### src/rtl/vga_sync_decoder.sv
// vga_sync_decoder: recovers pixel coordinates, display-area flag and frame
// boundary from an incoming active-low h_sync/v_sync pair sampled once per
// pixel clock, and tracks whether the stream matches the configured timing.
//
// Ports:
//   clk          pixel clock, one sync sample per rising edge
//   reset        asynchronous active-low reset
//   h_sync       horizontal sync, active-low
//   v_sync       vertical sync, active-low
//   x_pos        x of the pixel sampled on the previous edge
//   y_pos        line number of that pixel
//   display_area locked and pixel inside the visible window
//   frame_start  one-cycle pulse when the position becomes (0,0) while locked
//   locked       timing verified over LOCK_FRAMES consecutive frames
//   sync_error   one-cycle pulse on a timing violation while verifying/locked
module vga_sync_decoder #(
  parameter int unsigned H_ACTIVE    = 640,
  parameter int unsigned H_FRONT     = 16,
  parameter int unsigned H_TOTAL     = 800,
  parameter int unsigned V_ACTIVE    = 480,
  parameter int unsigned V_FRONT     = 10,
  parameter int unsigned V_TOTAL     = 525,
  parameter int unsigned LOCK_FRAMES = 2
) (
  input  logic       clk,
  input  logic       reset,
  input  logic       h_sync,
  input  logic       v_sync,
  output logic [9:0] x_pos,
  output logic [9:0] y_pos,
  output logic       display_area,
  output logic       frame_start,
  output logic       locked,
  output logic       sync_error
);

  localparam int unsigned XW  = 10;
  localparam int unsigned WDW = 11;
  localparam int unsigned CW  = $clog2(LOCK_FRAMES + 1);

  localparam logic [XW-1:0]  H_SYNC_X = XW'(H_ACTIVE + H_FRONT);
  localparam logic [XW-1:0]  H_PRE_X  = XW'(H_ACTIVE + H_FRONT - 1);
  localparam logic [XW-1:0]  H_LAST_X = XW'(H_TOTAL - 1);
  localparam logic [XW-1:0]  H_ACT_X  = XW'(H_ACTIVE);
  localparam logic [XW-1:0]  V_SYNC_Y = XW'(V_ACTIVE + V_FRONT);
  localparam logic [XW-1:0]  V_PRE_Y  = XW'(V_ACTIVE + V_FRONT - 1);
  localparam logic [XW-1:0]  V_LAST_Y = XW'(V_TOTAL - 1);
  localparam logic [XW-1:0]  V_ACT_Y  = XW'(V_ACTIVE);
  localparam logic [WDW-1:0] WD_LIMIT = WDW'(2 * H_TOTAL);
  localparam logic [WDW-1:0] WD_MAX   = '1;
  localparam logic [CW-1:0]  LOCK_CNT = CW'(LOCK_FRAMES);

  typedef enum logic [1:0] {SEARCH, VERIFY, LOCKED} state_t;

  state_t         state_q, state_d;
  logic [CW-1:0]  cnt_q, cnt_d, cnt_inc;
  logic [WDW-1:0] wd_q, wd_d;
  logic           hs_prev, vs_prev;
  logic           h_fall, v_fall, h_ok, v_ok, x_wrap, wd_expired, violation;
  logic [XW-1:0]  x_d, y_d;
  logic           lock_d, err_d, disp_d, fs_d;

  // State register
  always_ff @(posedge clk or negedge reset) begin
    if (!reset) state_q <= SEARCH;
    else        state_q <= state_d;
  end

  // Edge detection, counter reconstruction, timing checks and next state
  always_comb begin
    h_fall     = hs_prev & ~h_sync;
    v_fall     = vs_prev & ~v_sync;
    // Checks look at the counters before this edge updates them
    h_ok       = (x_pos == H_PRE_X);
    v_ok       = (y_pos == V_PRE_Y) || (y_pos == V_SYNC_Y);
    x_wrap     = (x_pos == H_LAST_X);
    wd_expired = (wd_q >= WD_LIMIT);
    violation  = (h_fall && !h_ok) || (v_fall && !v_ok) || wd_expired;

    x_d = x_pos + XW'(1);
    if (h_fall)      x_d = H_SYNC_X;
    else if (x_wrap) x_d = '0;

    // v_fall realignment wins over a same-cycle line increment
    y_d = y_pos;
    if (v_fall)                 y_d = V_SYNC_Y;
    else if (x_wrap && !h_fall) y_d = (y_pos == V_LAST_Y) ? '0 : y_pos + XW'(1);

    wd_d = wd_q;
    if (h_fall)            wd_d = '0;
    else if (wd_q != WD_MAX) wd_d = wd_q + WDW'(1);

    state_d = state_q;
    cnt_d   = cnt_q;
    cnt_inc = cnt_q + CW'(1);
    err_d   = 1'b0;
    case (state_q)
      SEARCH: begin
        if (v_fall) begin
          state_d = VERIFY;
          cnt_d   = '0;
        end
      end
      VERIFY: begin
        if (violation) begin
          state_d = SEARCH;
          err_d   = 1'b1;
        end else if (v_fall) begin
          cnt_d = cnt_inc;
          if (cnt_inc == LOCK_CNT) state_d = LOCKED;
        end
      end
      LOCKED: begin
        if (violation) begin
          state_d = SEARCH;
          err_d   = 1'b1;
        end
      end
      default: state_d = SEARCH;
    endcase

    lock_d = (state_d == LOCKED);
    disp_d = lock_d && (x_d < H_ACT_X) && (y_d < V_ACT_Y);
    fs_d   = lock_d && (x_d == '0) && (y_d == '0);
  end

  // Datapath and registered outputs
  always_ff @(posedge clk or negedge reset) begin
    if (!reset) begin
      cnt_q        <= '0;
      wd_q         <= '0;
      hs_prev      <= 1'b1;
      vs_prev      <= 1'b1;
      x_pos        <= '0;
      y_pos        <= '0;
      display_area <= 1'b0;
      frame_start  <= 1'b0;
      locked       <= 1'b0;
      sync_error   <= 1'b0;
    end else begin
      cnt_q        <= cnt_d;
      wd_q         <= wd_d;
      hs_prev      <= h_sync;
      vs_prev      <= v_sync;
      x_pos        <= x_d;
      y_pos        <= y_d;
      display_area <= disp_d;
      frame_start  <= fs_d;
      locked       <= lock_d;
      sync_error   <= err_d;
    end
  end

endmodule
### config.mk
export PLATFORM = sky130hd
export DESIGN_NAME = vga_sync_decoder
export DESIGN_NICKNAME = d
export VERILOG_FILES = /design/src/rtl/vga_sync_decoder.sv
export SDC_FILE = /design/constraint.sdc
export NUM_CORES = 1
export LEC_CHECK = 0
export ABC_CLOCK_PERIOD_IN_PS = 2760
export BUFFER_PORTS_ARGS = -buffer_cell sky130_fd_sc_hd__buf_2
export CELL_PAD_IN_SITES_DETAIL_PLACEMENT = 1
export CELL_PAD_IN_SITES_GLOBAL_PLACEMENT = 1
export CORE_ASPECT_RATIO = 0.9
export CORE_UTILIZATION = 35
export CTS_CLUSTER_SIZE = 40
export DETAILED_ROUTE_END_ITERATION = 16
export PLACE_DENSITY = 0.63
export SLEW_MARGIN = 0
export SYNTH_ARGS = -nofsm -noshare
export SYNTH_HDL_FRONTEND = slang
export SYNTH_SLANG_ARGS = --single-unit
### constraint.sdc
create_clock -name clk -period 2.76 [get_ports clk]
set_input_delay 0.552 -clock clk [delete_from_list [all_inputs] [get_ports clk]]
set_output_delay 0.552 -clock clk [all_outputs]
set_load 0.005 [all_outputs]
==> results of run 1 <==
routing by layer:
layer	global-route usage	vias to the layer above
met5	0	-
met4	0.0645	0
met3	0.0309	9
met2	0.327	27
met1	0.256	1120
li1	-	1070
cell usage in the layout (no fill, tap or decap), types with 3 or more instances in the layout:
cell / count
xnor2_1: 11
nor3_1: 9
xor2_1: 6
ha_1: 12
nand4_1: 7
or3_1: 3
buf_4: 26
and3_1: 6
dfrtp_1: 39
nand2_1: 27
buf_2: 27
nor2b_1: 7
a31oi_1: 11
a21oi_1: 9
inv_1: 10
o21ai_0: 18
o31ai_1: 3
clkbuf_8: 6
nor2_1: 26
and2_1: 3
nand2b_1: 3
nand3_1: 10
o21a_1: 3
stage by stage:
stage	hold slack (ns)	cell area, µm²	power [mW]
after CTS	0.355	2930	1.59
after global placement	0.481	2850	1.16
after global routing	0.355	2930	1.67
after floorplan	0.256	2440	1.00
after detailed placement	0.491	2850	1.17
final	0.366	2930	1.57
flip-flops by register name (all words and copies together), names as in the netlist:
name,cells
x_pos,10
state_q,2
vs_prev,1
sync_error,1
display_area,1
hs_prev,1
y_pos,10
frame_start,1
wd_q,11
locked,1
cnt_q,2
Yosys cell counts, drive strengths merged (2+ instances only):
library cell  count
nor2b             7
dfstp             2
or2               2
nor4              3
xnor2            11
inv              10
o31ai             3
nand2            27
nand4             7
or4               3
a22o              2
nor3              9
a21oi            10
o21ai            18
a221o             2
a2111oi           3
a211oi            2
clkbuf            5
nor4bb            2
nand2b            3
nand3            10
buf               4
a31oi            11
dfrtp            39
ha               12
nor2             26
and3              6
and4              2
or3               3
and2              3
o21a              3
xor2              6
how the worst max path moves through the flow:
stage,to,cells past startpoint
CTS,frame_start,7
global route,frame_start,8
global placement,frame_start,7
detailed placement,frame_start,7
floorplan,display_area,8
finish,frame_start,7
area by class of cell:
type                            count  area, µm²
Clock buffer                        7       86.3
Sequential cell                    41       1030
Multi-Input combinational cell    210       1340
Fill cell                         799       3720
Inverter                           10       37.5
Tap cell                           90        113
Timing Repair Buffer               53        330
kinds of logic (layout without fill, tap and decap cells):
kind of cell / count (synthesis) / after routing
adders and majority gates: 12 / 12
muxes: 1 / 1
and+or+nand+nor: 118 / 118
AOI/OAI and AO/OA: 62 / 62
xor gates and xnor gates: 17 / 17
DFF: 41 / 41
buffers and inverters: 19 / 70
worst max-delay path: stages (launching register included):
cell,delay (ns)
dfrtp_1,0.38
nor4bb_1,0.53
a31oi_1,0.20
or4_1,0.49
a2111oi_1,0.40
buf_4,0.19
nor2b_1,0.13
and4_1,0.18
report_power, final:
group / total (mW) / internal (mW) / switching [mW]
clock: 0.413 / 0.199 / 0.214
sequential: 0.738 / 0.673 / 0.0652
combinational: 0.418 / 0.197 / 0.221
total: 1.57 / 1.07 / 0.500
repair_timing:
action / in CTS / in global routing
gates resized for setup: 0 / 1
setup buffers: 0 / 0
endpoints found under the hold margin: 0 / 0
setup endpoints to repair: 0 / 1
==> flow_metrics.py, run 1 <==
metrics = {
    "floorplanning": {
        "die_height_um": 81.3,
        "die_x_um": 90.1,
        "coreArea_um2": 6660,
        "ioPinCount": 28,
        "die-area_um2": 7320,
        "start_util": 0.367,
        "rows": 28,
    },
    "place": {
        "dp_slack_ns": 0.244,
        "hpwlAfterDp_um": 5020,
        "place_congestion": 0.868,
        "dp_cells": 404,
        "numPortBuffers": 27,
    },
    "global_routing": {
        "grt_pass1_vias": 2189,
        "grt_max_degree": 42,
        "grt_use_total": 0.194,
        "overflow": 0,
        "grt_pass1_wl_um": 11200,
        "antenna_found_initial": 0,
    },
    "route": {
        "wl_um": 6660,
        "wl_per_cell_um": 16.2,
        "vias_per_cell": 5.42,
        "dr.pass1.iters": 4,
        "routed.top_layer": "met4",
        "first_iter_violations": 100,
        "met2_length_um": 3150,
        "wirelength_met1_um": 3270,
        "ant_nets": 0,
        "vias": 2226,
        "drc_errors": 0,
        "wl_met3_um": 150,
    },
    "timing": {
        "worst_pin_slew_ns": 0.956,
        "hold_violations": 0,
        "rsz0062_at_grt": "false",
        "drv_slew": 0,
        "finalCritPeriodShare": 0.924,
        "tns_ns": 0,
        "setup_viol": 0,
        "max-slew-margin-rel": 0.363,
        "finalClockSkew_ns": 0.00969,
        "min_period_ns": 2.55,
        "max_freq_ghz": 0.392,
        "worst_slack_ns": 0.209,
    },
    "synthesis": {
        "synth_cells": 270,
        "seq_area_frac_synth": 0.421,
        "synthesis.nets": 286,
        "synth-edff-count": 0,
        "synth.avg_cell_area_um2": 9.05,
        "synth_top_area_share": 0.400,
        "ys_top_cells_by_area": "dfrtp_1 (40%), ha_1 (6.1%), nand2_1 (4.1%), nor2_1 (4.0%), xnor2_1 (3.9%)",
        "netlist_area_um2": 2440,
        "synth_seq_cells": 41,
        "synth_area_leader_cell": "dfrtp_1",
        "synth_compound_area_frac": 0.165,
        "synthMuxAreaShare": 0.00410,
        "synth-xor-area-share": 0.0610,
        "synthAdderAreaFrac": 0.0615,
        "synth_flop_cell": "dfrtp_1",
        "synth-simple-area-share": 0.254,
        "synth_async_sr_flop_share": 1.00,
        "synth_top_family_by_area": "simple AND/OR/NAND/NOR gates",
        "yosysWarnings": 0,
        "yosysUniqueCellTypes": 49,
    },
    "critical_path": {
        "critPathLaunch": "y_pos[2]",
        "regToRegStartpoint": "y_pos[2]",
        "critPathKind": "reg2reg",
        "worst_ep_required_time_ns": 3.00,
        "cp_max_fo": 2,
        "ff2ff_path_depth": 7,
        "r2r_end": "frame_start",
        "cp.arrival_ns": 2.79,
        "cp-start-kind": "flip-flop",
        "regToRegSetupSlack_ns": 0.21,
        "crit_path_end_kind": "flip-flop",
    },
    "final_layout": {
        "fin_nets": 337,
        "drive_gt1_frac": 0.215,
        "insertedDiodeCount": 0,
        "final_util": 0.441,
        "syn_to_final_growth_pct": 20.1,
        "finalNonFillerCells": 411,
    },
    "clock_tree": {
        "htreeDepth": 2,
        "cts_tree": "done",
        "cts_root_buf": "clkbuf_8",
        "clock_latency_ns": 0.30,
        "clockBufferDepth": 2,
        "path_clk_slew_ns": 0.08,
        "numCtsBuffers": 5,
        "clkSinkCount": 41,
        "hold_buffers": 0,
    },
    "power": {
        "powerDensity_nw_per_um2": 535,
        "peakVddDrop_uv": 248,
        "p_leak_nw": 1.27,
    },
    "run": {
        "max_cap_violations": 0,
    },
    "status": {
        "status": "finished, final reports clean",
    },
    "hold_path": {
        "holdPathStages": 1,
        "hold_end": "vs_prev",
        "hold_class": "in2reg",
        "hp-start": "v_sync",
    },
}
Note: power is estimated with default switching activity, not from simulation.
==> run 2, diff against run 1 <==
--- a/config.mk
+++ b/config.mk
@@ -15,3 +15,4 @@
 export DETAILED_ROUTE_END_ITERATION = 16
-export PLACE_DENSITY = 0.63
+export PLACE_DENSITY = 0.77
+export REMOVE_ABC_BUFFERS = 1
 export SLEW_MARGIN = 0
--- a/constraint.sdc
+++ b/constraint.sdc
@@ -3,2 +3,2 @@
 set_output_delay 0.552 -clock clk [all_outputs]
-set_load 0.005 [all_outputs]
+set_load 0.05 [all_outputs]
==> run 2 against run 1 <==
  * Critical path depth is 1 lower
  * Clock power is 4% lower
  * Design area is 1.6% lower
  * Largest cell class unchanged
==> flow_metrics.py, run 2 (same netlist as run 1, synthesis figures left out) <==
metrics = {
    "critical_path": {
        "cp_top_family": "simple AND/OR/NAND/NOR gates",
        "worstPathCellList": "or3b_4 > or4_1 > or4_4 > a21oi_2 > nor2b_1 > and4_1",
        "critPathKind": "reg2reg",
        "cp_slowest_stage_delay_ns": 0.69,
        "worst_ep_required_time_ns": 2.93,
        "cp-start-kind": "flip-flop",
        "cpMaxStageDelayCell": "or4_1",
        "cp_max_fo": 10,
        "crit_buf_inv": 0,
        "cp.arrival_ns": 2.79,
        "crit_path_end_kind": "flip-flop",
    },
    "final_layout": {
        "fin_nets": 331,
        "largest_reg_flops": 11,
        "finalNonFillerCells": 406,
        "insertedDiodeCount": 0,
        "top_register": "wd_q",
        "syn_to_final_growth_pct": 18.2,
        "mostFrequentLayoutCell": "dfrtp_1",
        "reg_top3": "wd_q: 11 flops, x_pos: 10 flops, y_pos: 10 flops",
        "design_area_um2": 2890,
        "final_cell_mix": "dfrtp_1 (39), nand2_1 (27), buf_2 (27), nor2_1 (26), buf_4 (20)",
        "drive_gt1_frac": 0.203,
        "nFillCells": 812,
    },
    "floorplanning": {
        "die-area_um2": 7320,
        "die_height_um": 81.3,
        "ioPinCount": 28,
        "coreArea_um2": 6660,
        "die_x_um": 90.1,
        "rows": 28,
        "start_util": 0.367,
    },
    "power": {
        "pwr-share-comb": 0.294,
        "swShare": 0.370,
        "powerDensity_nw_per_um2": 568,
        "p_leak_nw": 1.24,
        "total_power_mw": 1.64,
        "clkPwrFrac": 0.243,
        "p_int_mw": 1.03,
        "seqPwrFrac": 0.463,
        "peakVddDrop_uv": 227,
        "power_switching_uw": 607,
    },
    "global_routing": {
        "grt_pass1_vias": 2299,
        "grt_pass1_wl_um": 11000,
        "grt_max_degree": 42,
        "grt_use_total": 0.189,
        "antenna_found_initial": 0,
        "overflow": 0,
    },
    "timing": {
        "finalCritPeriodShare": 0.948,
        "finalClockSkew_ns": 0.0143,
        "setup_viol": 0,
        "whs_ns": 0.360,
        "max-slew-margin-rel": 0.357,
        "max_freq_ghz": 0.382,
        "hold_violations": 0,
        "drv_slew": 0,
        "worst_pin_slew_ns": 0.964,
        "rsz0062_at_grt": "false",
        "min_period_ns": 2.62,
        "worst_slack_ns": 0.144,
    },
    "place": {
        "dp_cells": 398,
        "dpl_cell_area_um2": 2800,
        "dp_slack_ns": 0.120,
        "place_congestion": 0.873,
        "numPortBuffers": 27,
        "hpwlAfterDp_um": 4930,
    },
    "clock_tree": {
        "clock_latency_ns": 0.30,
        "cts_tree": "done",
        "htreeDepth": 2,
        "clockBufferDepth": 2,
        "hold_buffers": 0,
        "postCtsSetupBuffers": 0,
        "cts_root_buf": "clkbuf_8",
        "clkSinkCount": 41,
        "path_clk_slew_ns": 0.09,
        "numCtsBuffers": 5,
    },
    "status": {
        "status": "finished, final reports clean",
    },
    "hold_path": {
        "hold_class": "in2reg",
    },
    "run": {
        "max_cap_violations": 0,
    },
    "route": {
        "vias_per_cell": 5.42,
        "wl_per_cell_um": 16.0,
        "vias": 2201,
        "ant_nets": 0,
        "first_iter_violations": 89,
        "drc_errors": 0,
        "dr.pass1.iters": 4,
        "wl_um": 6510,
    },
}
[run 2: cell count changes in the layout (fill, tap and decap cells not counted), sizes merged]
cell	before	now
clkbuf	7	6
buf	53	47
clkinvlp	0	2
[run 2: worst register-to-register path, stage by stage, from the launching register on]
cell and delay [ns]:
dfrtp_1 0.43, or3b_4 0.41, or4_1 0.69, or4_4 0.57
a21oi_2 0.17, nor2b_1 0.08, and4_1 0.15
[run 2: final cells by class]
type / instances / area [µm²] / share of cell area
Timing Repair Buffer: 47 / 285 / 0.0988
Clock buffer: 6 / 72.6 / 0.0251
Tap cell: 90 / 113 / 0.0390
Multi-Input combinational cell: 210 / 1340 / 0.463
Clock inverter: 2 / 15.0 / 0.00520
Inverter: 10 / 37.5 / 0.0130
Sequential cell: 41 / 1030 / 0.356
[run 2: power groups by stage]
stage	clock (mW)	combinational (mW)	sequential [mW]
2_1_floorplan	0	0.243	0.849
3_3_place_gp	0	0.455	0.765
3_5_place_dp	0	0.483	0.771
4_1_cts	0.419	0.484	0.761
5_1_grt	0.441	0.527	0.772
6_report	0.398	0.481	0.760
[run 2: what timing repair did]
item | CTS | global route
resized for setup | 0 | 2
endpoints found under the hold margin | 0 | 0
endpoints found under the setup margin | 0 | 2
[run 2: worst paths after layout]
check	end	startpoint	depth (start not counted)	slack, ns
max	frame_start	x_pos[7]	6	0.14
min	vs_prev	v_sync	1	0.36
max reg2reg	frame_start	x_pos[7]	6	0.14
min reg2reg	wd_q[10]	wd_q[10]	2	0.50
max in group asynchronous	y_pos[3]	reset	1	1.76
min in group asynchronous	y_pos[1]	reset	1	0.41
[run 2: stage by stage]
step | util | setup TNS [ns]
detailed placement | 0.420 | 0
floorplan | - | -1.22
finish | 0.434 | 0
global route | 0.434 | 0
global placement | 0.420 | 0
CTS | 0.433 | 0
[run 2: layer usage]
layer / vias up / GRT usage / part of all wire
met1: 1083 / 0.235 / 0.46
li1: 1065 / - / -
met3: 4 / 0.0356 / 0.043
met2: 49 / 0.338 / 0.49
met4: 0 / 0.0548 / 0.0068
met5: - / 0 / 0
